===== src/rtl/wishbone_master_if_pkg.sv =====
// Shared Wishbone bus widths, bridge state encodings and the request payload type.
package wishbone_master_if_pkg;

  localparam int unsigned WB_ADDR_W = 32;
  localparam int unsigned WB_DATA_W = 32;
  localparam int unsigned WB_SEL_W  = 4;

  localparam logic [WB_DATA_W-1:0] ZERO_WORD = '0;

  typedef enum logic [1:0] {
    WB_IDLE  = 2'd0,
    WB_BUSY  = 2'd1,
    WB_DONE  = 2'd2,
    WB_ABORT = 2'd3
  } wb_state_e;

  typedef struct packed {
    logic [WB_ADDR_W-1:0] addr;
    logic [WB_DATA_W-1:0] data;
    logic                 we;
    logic [WB_SEL_W-1:0]  sel;
  } wb_req_t;

endpackage


===== src/rtl/wishbone_master_if_if.sv =====
// Classic single-beat Wishbone bus between the CPU bridge (master) and a slave.
interface wishbone_master_if_if;
  import wishbone_master_if_pkg::*;

  logic [WB_ADDR_W-1:0] wishbone_addr_o;
  logic [WB_DATA_W-1:0] wishbone_data_o;
  logic                 wishbone_we_o;
  logic [WB_SEL_W-1:0]  wishbone_sel_o;
  logic                 wishbone_stb_o;
  logic                 wishbone_cyc_o;
  logic [WB_DATA_W-1:0] wishbone_data_i;
  logic                 wishbone_ack_i;

  modport master (
    output wishbone_addr_o, wishbone_data_o, wishbone_we_o, wishbone_sel_o,
    output wishbone_stb_o, wishbone_cyc_o,
    input  wishbone_data_i, wishbone_ack_i
  );

  modport slave (
    input  wishbone_addr_o, wishbone_data_o, wishbone_we_o, wishbone_sel_o,
    input  wishbone_stb_o, wishbone_cyc_o,
    output wishbone_data_i, wishbone_ack_i
  );

endinterface


===== src/rtl/wishbone_master_if.sv =====
// Bridges one CPU load/store into a single-beat Wishbone cycle, with flush abort
// and a no-ack timeout; always leaves at least one idle bus cycle between requests.
module wishbone_master_if
  import wishbone_master_if_pkg::*;
#(
  parameter int unsigned TIMEOUT_CYCLES = 255
) (
  input  logic                 clk,
  input  logic                 rst,
  input  logic                 cpu_req_i,
  input  logic                 cpu_we_i,
  input  logic [WB_ADDR_W-1:0] cpu_addr_i,
  input  logic [WB_SEL_W-1:0]  cpu_sel_i,
  input  logic [WB_DATA_W-1:0] cpu_data_i,
  input  logic                 cpu_flush_i,
  output logic [WB_DATA_W-1:0] cpu_data_o,
  output logic                 cpu_ready_o,
  output logic                 cpu_err_o,
  output logic                 cpu_stall_o,
  wishbone_master_if_if.master wb
);

  localparam int unsigned CNT_W = $clog2(TIMEOUT_CYCLES + 1);

  wb_state_e        state;
  logic [CNT_W-1:0] tmo_cnt;
  wb_req_t          req_c;

  always_comb begin
    req_c      = '0;
    req_c.addr = cpu_addr_i;
    req_c.data = cpu_data_i;
    req_c.we   = cpu_we_i;
    req_c.sel  = cpu_sel_i;
  end

  // Stall drops only in the completion cycle, or immediately on flush.
  assign cpu_stall_o = cpu_req_i & (state != WB_DONE) & ~cpu_flush_i;

  always_ff @(posedge clk) begin
    if (rst) begin
      state              <= WB_IDLE;
      tmo_cnt            <= '0;
      cpu_data_o         <= ZERO_WORD;
      cpu_ready_o        <= 1'b0;
      cpu_err_o          <= 1'b0;
      wb.wishbone_addr_o <= '0;
      wb.wishbone_data_o <= ZERO_WORD;
      wb.wishbone_we_o   <= 1'b0;
      wb.wishbone_sel_o  <= '0;
      wb.wishbone_stb_o  <= 1'b0;
      wb.wishbone_cyc_o  <= 1'b0;
    end else begin
      cpu_ready_o <= 1'b0;
      cpu_err_o   <= 1'b0;
      case (state)
        WB_IDLE: begin
          if (cpu_req_i && !cpu_flush_i) begin
            wb.wishbone_addr_o <= req_c.addr;
            wb.wishbone_data_o <= req_c.data;
            wb.wishbone_we_o   <= req_c.we;
            wb.wishbone_sel_o  <= req_c.sel;
            wb.wishbone_stb_o  <= 1'b1;
            wb.wishbone_cyc_o  <= 1'b1;
            tmo_cnt            <= '0;
            state              <= WB_BUSY;
          end
        end
        WB_BUSY: begin
          // Flush wins over ack; a same-cycle acked write is still performed.
          if (cpu_flush_i) begin
            wb.wishbone_stb_o <= 1'b0;
            wb.wishbone_cyc_o <= 1'b0;
            state             <= WB_ABORT;
          end else if (wb.wishbone_ack_i) begin
            cpu_data_o        <= wb.wishbone_we_o ? ZERO_WORD : wb.wishbone_data_i;
            cpu_ready_o       <= 1'b1;
            wb.wishbone_stb_o <= 1'b0;
            wb.wishbone_cyc_o <= 1'b0;
            state             <= WB_DONE;
          end else if (tmo_cnt == CNT_W'(TIMEOUT_CYCLES - 1)) begin
            cpu_data_o        <= ZERO_WORD;
            cpu_ready_o       <= 1'b1;
            cpu_err_o         <= 1'b1;
            wb.wishbone_stb_o <= 1'b0;
            wb.wishbone_cyc_o <= 1'b0;
            state             <= WB_DONE;
          end else if (tmo_cnt != {CNT_W{1'b1}}) begin
            tmo_cnt <= tmo_cnt + CNT_W'(1);
          end
        end
        WB_DONE:  state <= WB_IDLE;
        WB_ABORT: state <= WB_IDLE;
        default:  state <= WB_IDLE;
      endcase
    end
  end

endmodule


===== src/flat_wrapper.sv =====
// flat-port wrapper written by rule: the top's interface ports become plain ports
module wishbone_master_if_flat import wishbone_master_if_pkg::*;
#(
  parameter int unsigned TIMEOUT_CYCLES = 255
)
  (clk, rst, cpu_req_i, cpu_we_i, cpu_addr_i, cpu_sel_i, cpu_data_i, cpu_flush_i, cpu_data_o, cpu_ready_o, cpu_err_o, cpu_stall_o, wb_wishbone_addr_o, wb_wishbone_data_o, wb_wishbone_we_o, wb_wishbone_sel_o, wb_wishbone_stb_o, wb_wishbone_cyc_o, wb_wishbone_data_i, wb_wishbone_ack_i);
  wishbone_master_if_if wb_i ();
  input  logic clk;
  input  logic rst;
  input  logic cpu_req_i;
  input  logic cpu_we_i;
  input  logic [WB_ADDR_W-1:0] cpu_addr_i;
  input  logic [WB_SEL_W-1:0] cpu_sel_i;
  input  logic [WB_DATA_W-1:0] cpu_data_i;
  input  logic cpu_flush_i;
  output logic [WB_DATA_W-1:0] cpu_data_o;
  output logic cpu_ready_o;
  output logic cpu_err_o;
  output logic cpu_stall_o;
  output wire logic [$bits(wb_i.wishbone_addr_o)-1:0] wb_wishbone_addr_o;
  output wire logic [$bits(wb_i.wishbone_data_o)-1:0] wb_wishbone_data_o;
  output wire logic [$bits(wb_i.wishbone_we_o)-1:0] wb_wishbone_we_o;
  output wire logic [$bits(wb_i.wishbone_sel_o)-1:0] wb_wishbone_sel_o;
  output wire logic [$bits(wb_i.wishbone_stb_o)-1:0] wb_wishbone_stb_o;
  output wire logic [$bits(wb_i.wishbone_cyc_o)-1:0] wb_wishbone_cyc_o;
  input wire logic [$bits(wb_i.wishbone_data_i)-1:0] wb_wishbone_data_i;
  input wire logic [$bits(wb_i.wishbone_ack_i)-1:0] wb_wishbone_ack_i;
  assign wb_wishbone_addr_o = wb_i.wishbone_addr_o;
  assign wb_wishbone_data_o = wb_i.wishbone_data_o;
  assign wb_wishbone_we_o = wb_i.wishbone_we_o;
  assign wb_wishbone_sel_o = wb_i.wishbone_sel_o;
  assign wb_wishbone_stb_o = wb_i.wishbone_stb_o;
  assign wb_wishbone_cyc_o = wb_i.wishbone_cyc_o;
  assign wb_i.wishbone_data_i = wb_wishbone_data_i;
  assign wb_i.wishbone_ack_i = wb_wishbone_ack_i;
  wishbone_master_if #(.TIMEOUT_CYCLES(TIMEOUT_CYCLES)) u_core (.clk(clk), .rst(rst), .cpu_req_i(cpu_req_i), .cpu_we_i(cpu_we_i), .cpu_addr_i(cpu_addr_i), .cpu_sel_i(cpu_sel_i), .cpu_data_i(cpu_data_i), .cpu_flush_i(cpu_flush_i), .cpu_data_o(cpu_data_o), .cpu_ready_o(cpu_ready_o), .cpu_err_o(cpu_err_o), .cpu_stall_o(cpu_stall_o), .wb(wb_i));
endmodule

===== config.mk =====
export PLATFORM = sky130hd
export DESIGN_NAME = wishbone_master_if_flat
export DESIGN_NICKNAME = d
export VERILOG_FILES = /design/src/rtl/wishbone_master_if_pkg.sv /design/src/rtl/wishbone_master_if_if.sv /design/src/rtl/wishbone_master_if.sv /design/src/flat_wrapper.sv
export SDC_FILE = /design/constraint.sdc
export NUM_CORES = 1
export LEC_CHECK = 0
export ABC_AREA = 1
export BUFFER_PORTS_ARGS = -buffer_cell sky130_fd_sc_hd__clkbuf_2
export CAP_MARGIN = 10
export CELL_PAD_IN_SITES_DETAIL_PLACEMENT = 1
export CELL_PAD_IN_SITES_GLOBAL_PLACEMENT = 1
export CORE_ASPECT_RATIO = 1.4
export CORE_MARGIN = 2
export CORE_UTILIZATION = 30
export CTS_BUF_LIST = sky130_fd_sc_hd__clkbuf_4 sky130_fd_sc_hd__clkbuf_8
export DETAILED_ROUTE_END_ITERATION = 6
export HOLD_SLACK_MARGIN = 0.15
export PLACE_DENSITY = 0.79
export SYNTH_ARGS = -nofsm -noshare
export SYNTH_HDL_FRONTEND = slang
export SYNTH_SLANG_ARGS = --single-unit
export TNS_END_PERCENT = 10

===== constraint.sdc =====
create_clock -name clk -period 4.45 [get_ports clk]
set_input_delay 0.2225 -clock clk [delete_from_list [all_inputs] [get_ports clk]]
set_output_delay 0.2225 -clock clk [all_outputs]
set_load 0.1 [all_outputs]

==> Word level (Yosys, flattened, before mapping) <==
Cells that the tools add are included.
{ "word_totals": {"regBits": 114, "output_inout_bits": 106, "wordCells": 61} }
{ "classes": {"n_addsub": 1, "eq_ne": 12, "muxes": 21, "bitwise": 4, "n_reduce_logical": 13} }
{ "op_table": {"columns": ["operator", "n"], "rows": [
  ["2-to-1 mux 32 bit", 3],
  ["2-to-1 mux 8 bit", 5],
  ["one-hot mux 8 bit (2 select lines)", 1],
  ["adder 8 x 1 -> 8 bit (second input constant)", 1],
  ["equality test 8 bit (second input constant)", 1],
  ["2-to-1 mux 2 bit", 4],
  ["!= test 2 bit (second input constant)", 4],
  ["!= test 8 bit (second input constant)", 1],
  ["2-to-1 mux 1 bit", 6],
  ["one-hot mux 2 bit (3 select lines)", 1],
  ["AND reduction 3 bit", 2],
  ["AND reduction 6 bit", 1],
  ["equality test 2 bit (second input constant)", 2],
  ["!= test 2 x 1 -> 1 bit (second input constant)", 2],
  ["!= test 4 x 3 -> 1 bit (second input constant)", 1],
  ["AND reduction 2 bit", 2],
  ["nonzero test 2 bit", 2],
  ["OR reduction 4 bit", 1],
  ["OR reduction 3 bit", 1],
  ["bitwise AND 1 bit", 2],
  ["equality test 2 x 1 -> 1 bit (second input constant)", 1],
  ["logical NOT 2 bit", 1],
  ["inverter 1 bit", 2],
  ["one-hot mux 1 bit (2 select lines)", 1],
  ["other kinds (3)", 3]
]} }

==> Logic depth before layout (Yosys ltp) <==
{ "logic_depth": {"ltp_word": 6, "ltp_mapped": 11, "depth_no_buf": 10} }

==> Least setup slack after synthesis <==
OpenSTA, ideal clock, no wires.
{ "synth_path": {"path_kind": "reg-to-output", "startpoint": "register u_core.state[1]", "endpoint": "output cpu_stall_o", "arrival_time_ns": 1.681, "slack_ns": 2.547, "stages_incl_launch_ff": 4, "path_buffers": 0, "path_cell_list": "dfxtp_1 > inv_1 > o21ai_0 > nor2_1"} }
{ "synth_via": {"elab_chain_len": 3} }
{ "synth_lines": {"columns": ["item", "line", "text"], "rows": [
  ["from (decl)", "wishbone_master_if.sv:25", "wb_state_e state;"],
  ["from (signal assigned)", "wishbone_master_if.sv:42", "state <= WB_IDLE;"],
  ["from (signal assigned)", "wishbone_master_if.sv:66", "state <= WB_BUSY;"],
  ["from (signal assigned)", "wishbone_master_if.sv:74", "state <= WB_ABORT;"],
  ["!= test 2 bit", "wishbone_master_if.sv:38", "assign cpu_stall_o = cpu_req_i & (state != WB_DONE) & ~cpu_flush_i;"],
  ["bitwise AND 1 bit (2 in a row)", "wishbone_master_if.sv:38", null],
  ["to (decl)", "flat_wrapper.sv:19", "output logic cpu_stall_o;"]
]} }
Every way passes these cells.

==> Worst setup path in the final report <==
{ "layout_path": {"startpoint": "register u_core.tmo_cnt[0]", "endpoint": "register u_core.cpu_data_o[3]"} }
{ "layout_via": {"elab_chain_len": 3} }
{ "layout_lines": {"columns": ["item", "line", "text"], "rows": [
  ["from (decl)", "wishbone_master_if.sv:26", "logic [CNT_W-1:0] tmo_cnt;"],
  ["from (signal assigned)", "wishbone_master_if.sv:89", "tmo_cnt <= tmo_cnt + CNT_W'(1);"],
  ["equality test 8 bit", "wishbone_master_if.sv:81", "end else if (tmo_cnt == CNT_W'(TIMEOUT_CYCLES - 1)) begin"],
  ["nonzero test 2 bit (no source line)", null, null],
  ["AND reduction 3 bit (no source line)", null, null],
  ["to (signal assigned)", "wishbone_master_if.sv:76", "cpu_data_o <= wb.wishbone_we_o ? ZERO_WORD : wb.wishbone_data_i;"],
  ["to (decl)", "wishbone_master_if.sv:16", "output logic [WB_DATA_W-1:0] cpu_data_o,"]
]} }
Every way passes these cells.
A chain may end at the register's enable or synchronous reset.

==> impl_metrics.yaml <==
run_status:
  outcome: "finished clean"
clock_network:
  path_clk_slew_ns: 0.07
  cts_sinks: 114
  cts.path.max_buffers: 2
  numCtsBuffers: 17
  root_buffer: "clkbuf_8"
  clk_latency_ns: 0.42
  cts_resized: 0
  htreeDepth: 4
  post_cts_buffers: 0
  hold_buffers: 101
  tritoncts: "built"
power_and_ir_drop:
  leakagePower_uw: 0.00351
  powerDensity_nw_per_um2: 413
  ir_worst_vdd_mv: 0.210
timing:
  rsz0062_at_grt: "false"
  relSlewSlack: 0.508
  setup_tns_ns: 0
  max_freq_mhz: 477
  period_needed_ns: 2.10
  final_hold_viol_count: 0
  worstMarginPinSlew_ns: 0.738
  slew_viol_final: 0
  timing.final.crit_share: 0.471
  finalSetupViolCount: 0
  fin_skew_ns: 0.0172
critical_path:
  r2r-end: "u_core.cpu_data_o[3]"
  rrSetupSlack_ns: 2.35
  cp_cell_sequence: "inv_1 > ha_1 > inv_1 > nor2_1 > nand2_2 > nand2_2 > nand3_4 > nor2_8 > nand2_1 > nand2_1"
  r2r-start: "u_core.tmo_cnt[0]"
  path_class: "reg2reg"
  arrival_ns: 2.44
  crit_path_end_kind: "flop"
  critPathMaxStageDelay_ns: 0.51
  worstPathMaxFanout: 33
  cpMaxStageDelayCell: "nor2_8"
  required_ns: 4.80
  path_delay_family: "simple AND/OR/NAND/NOR gates"
  start_kind: "flop"
  critPathBufInv: 2
  rr_worst_depth: 10
global_route:
  gr-total-overflow: 0
  grt.total_usage: 0.222
  grt_pass1_vias: 5602
  antenna_found_initial: 0
  grt_start_max_net_pins: 79
  grt_pass1_wl_microns: 27700
synthesis:
  yosysWarnings: 0
  synth-edff-count: 0
  syn_area_sq_um: 4450
  synth_top_area_share: 0.513
  synthTopCellsByArea: "dfxtp_1, nor2_1, o21ai_0, nand2_1, nand3_1"
  synthArstFlopShare: 0
  seq_area_frac_synth: 0.513
  synth.most_common_cell: "nor2_1"
  ys_types: 26
  ys.flop_type: "dfxtp_1"
  yosys-top-cells-count: "nor2_1, dfxtp_1, nand2_1, o21ai_0, nand3_1"
  yosysTopAreaCell: "dfxtp_1"
  ys_ff_latch: 114
  synth_area_per_cell_sq_um: 7.23
  synthCells: 616
  synth_nets: 724
floorplanning:
  die-area_sq_um: 15800
  io_pins: 212
  core_sq_um: 14500
  placementRows: 52
  die_x_microns: 107
  die_h_microns: 148
  start_util: 0.307
cells_and_area:
  multi_input_area_sq_um: 1820
  diodes: 0
  ff_latch_area_sq_um: 2280
  fill_cells: 1819
  stdcell_area_sq_um: 7040
  nets: 1021
  syn_to_final_growth_pct: 58.1
  drive_gt1_frac: 0.279
route:
  firstDrtPassIters: 4
  drc: 0
  drt_wl_total_microns: 17400
  antenna_left: 0
  drt_iter0_drc: 202
  wire_per_inst_microns: 15.6
  vias: 5191
  routed_via_density: 4.66
min_path:
  hold_class: "in2reg"
  min_from: "cpu_data_i[12]"
  whs_path_depth: 3
  hold-path-endpoint: "u_core.wb.wishbone_data_o[12]"
job:
  cap_violations: 0
placement:
  dpl_cell_area_sq_um: 5600
  portBuffers: 211
  dpl.hpwl_microns: 9720
  gp_congestion: 0.782
metal layers:
metal | vias up | GRT usage | share of wire
met2 | 217 | 0.393 | 0.50
met3 | 40 | 0.0741 | 0.073
met4 | 0 | 0.0916 | 0.026
li1 | 2518 | - | -
met1 | 2416 | 0.240 | 0.40
met5 | - | 0 | 0
registers in the layout (all words and copies together) (netlist names):
register,cells
u_core.cpu_data_o,32
u_core.cpu_err_o,1
u_core.cpu_ready_o,1
u_core.state,2
u_core.tmo_cnt,8
u_core.wb.wishbone_addr_o,32
u_core.wb.wishbone_data_o,32
u_core.wb.wishbone_sel_o,4
u_core.wb.wishbone_stb_o,1
u_core.wb.wishbone_we_o,1
placed cells by master (no fill, tap or decap), types with 2 or more instances in the layout:
cell           instances
a21oi_1                7
clkinvlp_4             3
inv_6                  2
clkbuf_8              17
nand3_1               45
nor2_1               189
clkinv_2               3
inv_1                 43
inv_2                  3
dfxtp_1              114
bufinv_16              4
clkbuf_2             211
ha_1                   2
dlygate4sd3_1        101
o21ai_0               72
nand2_1               88
nand2_2                2
buf_4                  4
nand3_2                2
clkbuf_4               2
worst max-delay path by stage:
| stage | end | depth (start not counted) | slack [ns] | start |
|---|---|---|---|---|
| floorplan | cpu_stall_o | 3 | 2.55 | u_core.state[1] |
| global placement | u_core.cpu_data_o[26] | 10 | 2.44 | u_core.tmo_cnt[0] |
| CTS | u_core.cpu_data_o[23] | 10 | 2.38 | u_core.tmo_cnt[0] |
| finish | u_core.cpu_data_o[3] | 10 | 2.35 | u_core.tmo_cnt[0] |
| global route | u_core.cpu_data_o[3] | 10 | 2.08 | u_core.tmo_cnt[0] |
| detailed placement | u_core.cpu_data_o[23] | 10 | 2.39 | u_core.tmo_cnt[0] |
worst register-to-register path, delay by kind of cell, from the launching register on:
family        cells  cell delay, ns
simple gates      7            1.45
flops             1            0.34
buf+inv           2            0.12
fa+ha+maj         1            0.14
per-stage QoR:
step	utilization	setup slack, ns	hold slack (ns)	cells	power (uW)
floorplan	-	2.55	0.301	616	1630
global placement	0.386	2.44	0.457	982	1760
detailed placement	0.386	2.39	0.454	982	1770
CTS	0.485	2.38	0.155	1115	2910
global route	0.485	2.08	0.180	1115	3030
finish	0.485	2.35	0.202	1115	2910
report_power, final:
part / leakage (uW) / total [uW] / internal (uW) / switching [uW]
Sequential: 0.000932 / 1110 / 1070 / 32.1
Clock: 0.000213 / 1080 / 624 / 455
Combinational: 0.00236 / 726 / 172 / 554
cell families after synthesis:
family,after synthesis,share of synthesized area
fa+ha+maj,2,0.00562
flops,114,0.513
compound gates,80,0.0905
xor+xnor,2,0.00393
buf+inv,84,0.0798
simple gates,334,0.308
final cells by class:
| type | count | area share |
|---|---|---|
| clock buffer | 19 | 0.0354 |
| clock inverter | 13 | 0.0261 |
| inverter | 46 | 0.0245 |
| multi-input combinational | 418 | 0.259 |
| sequential | 114 | 0.324 |
| tap | 189 | 0.0336 |
| timing repair buffer | 316 | 0.298 |
(Power assumes the default switching activity.)
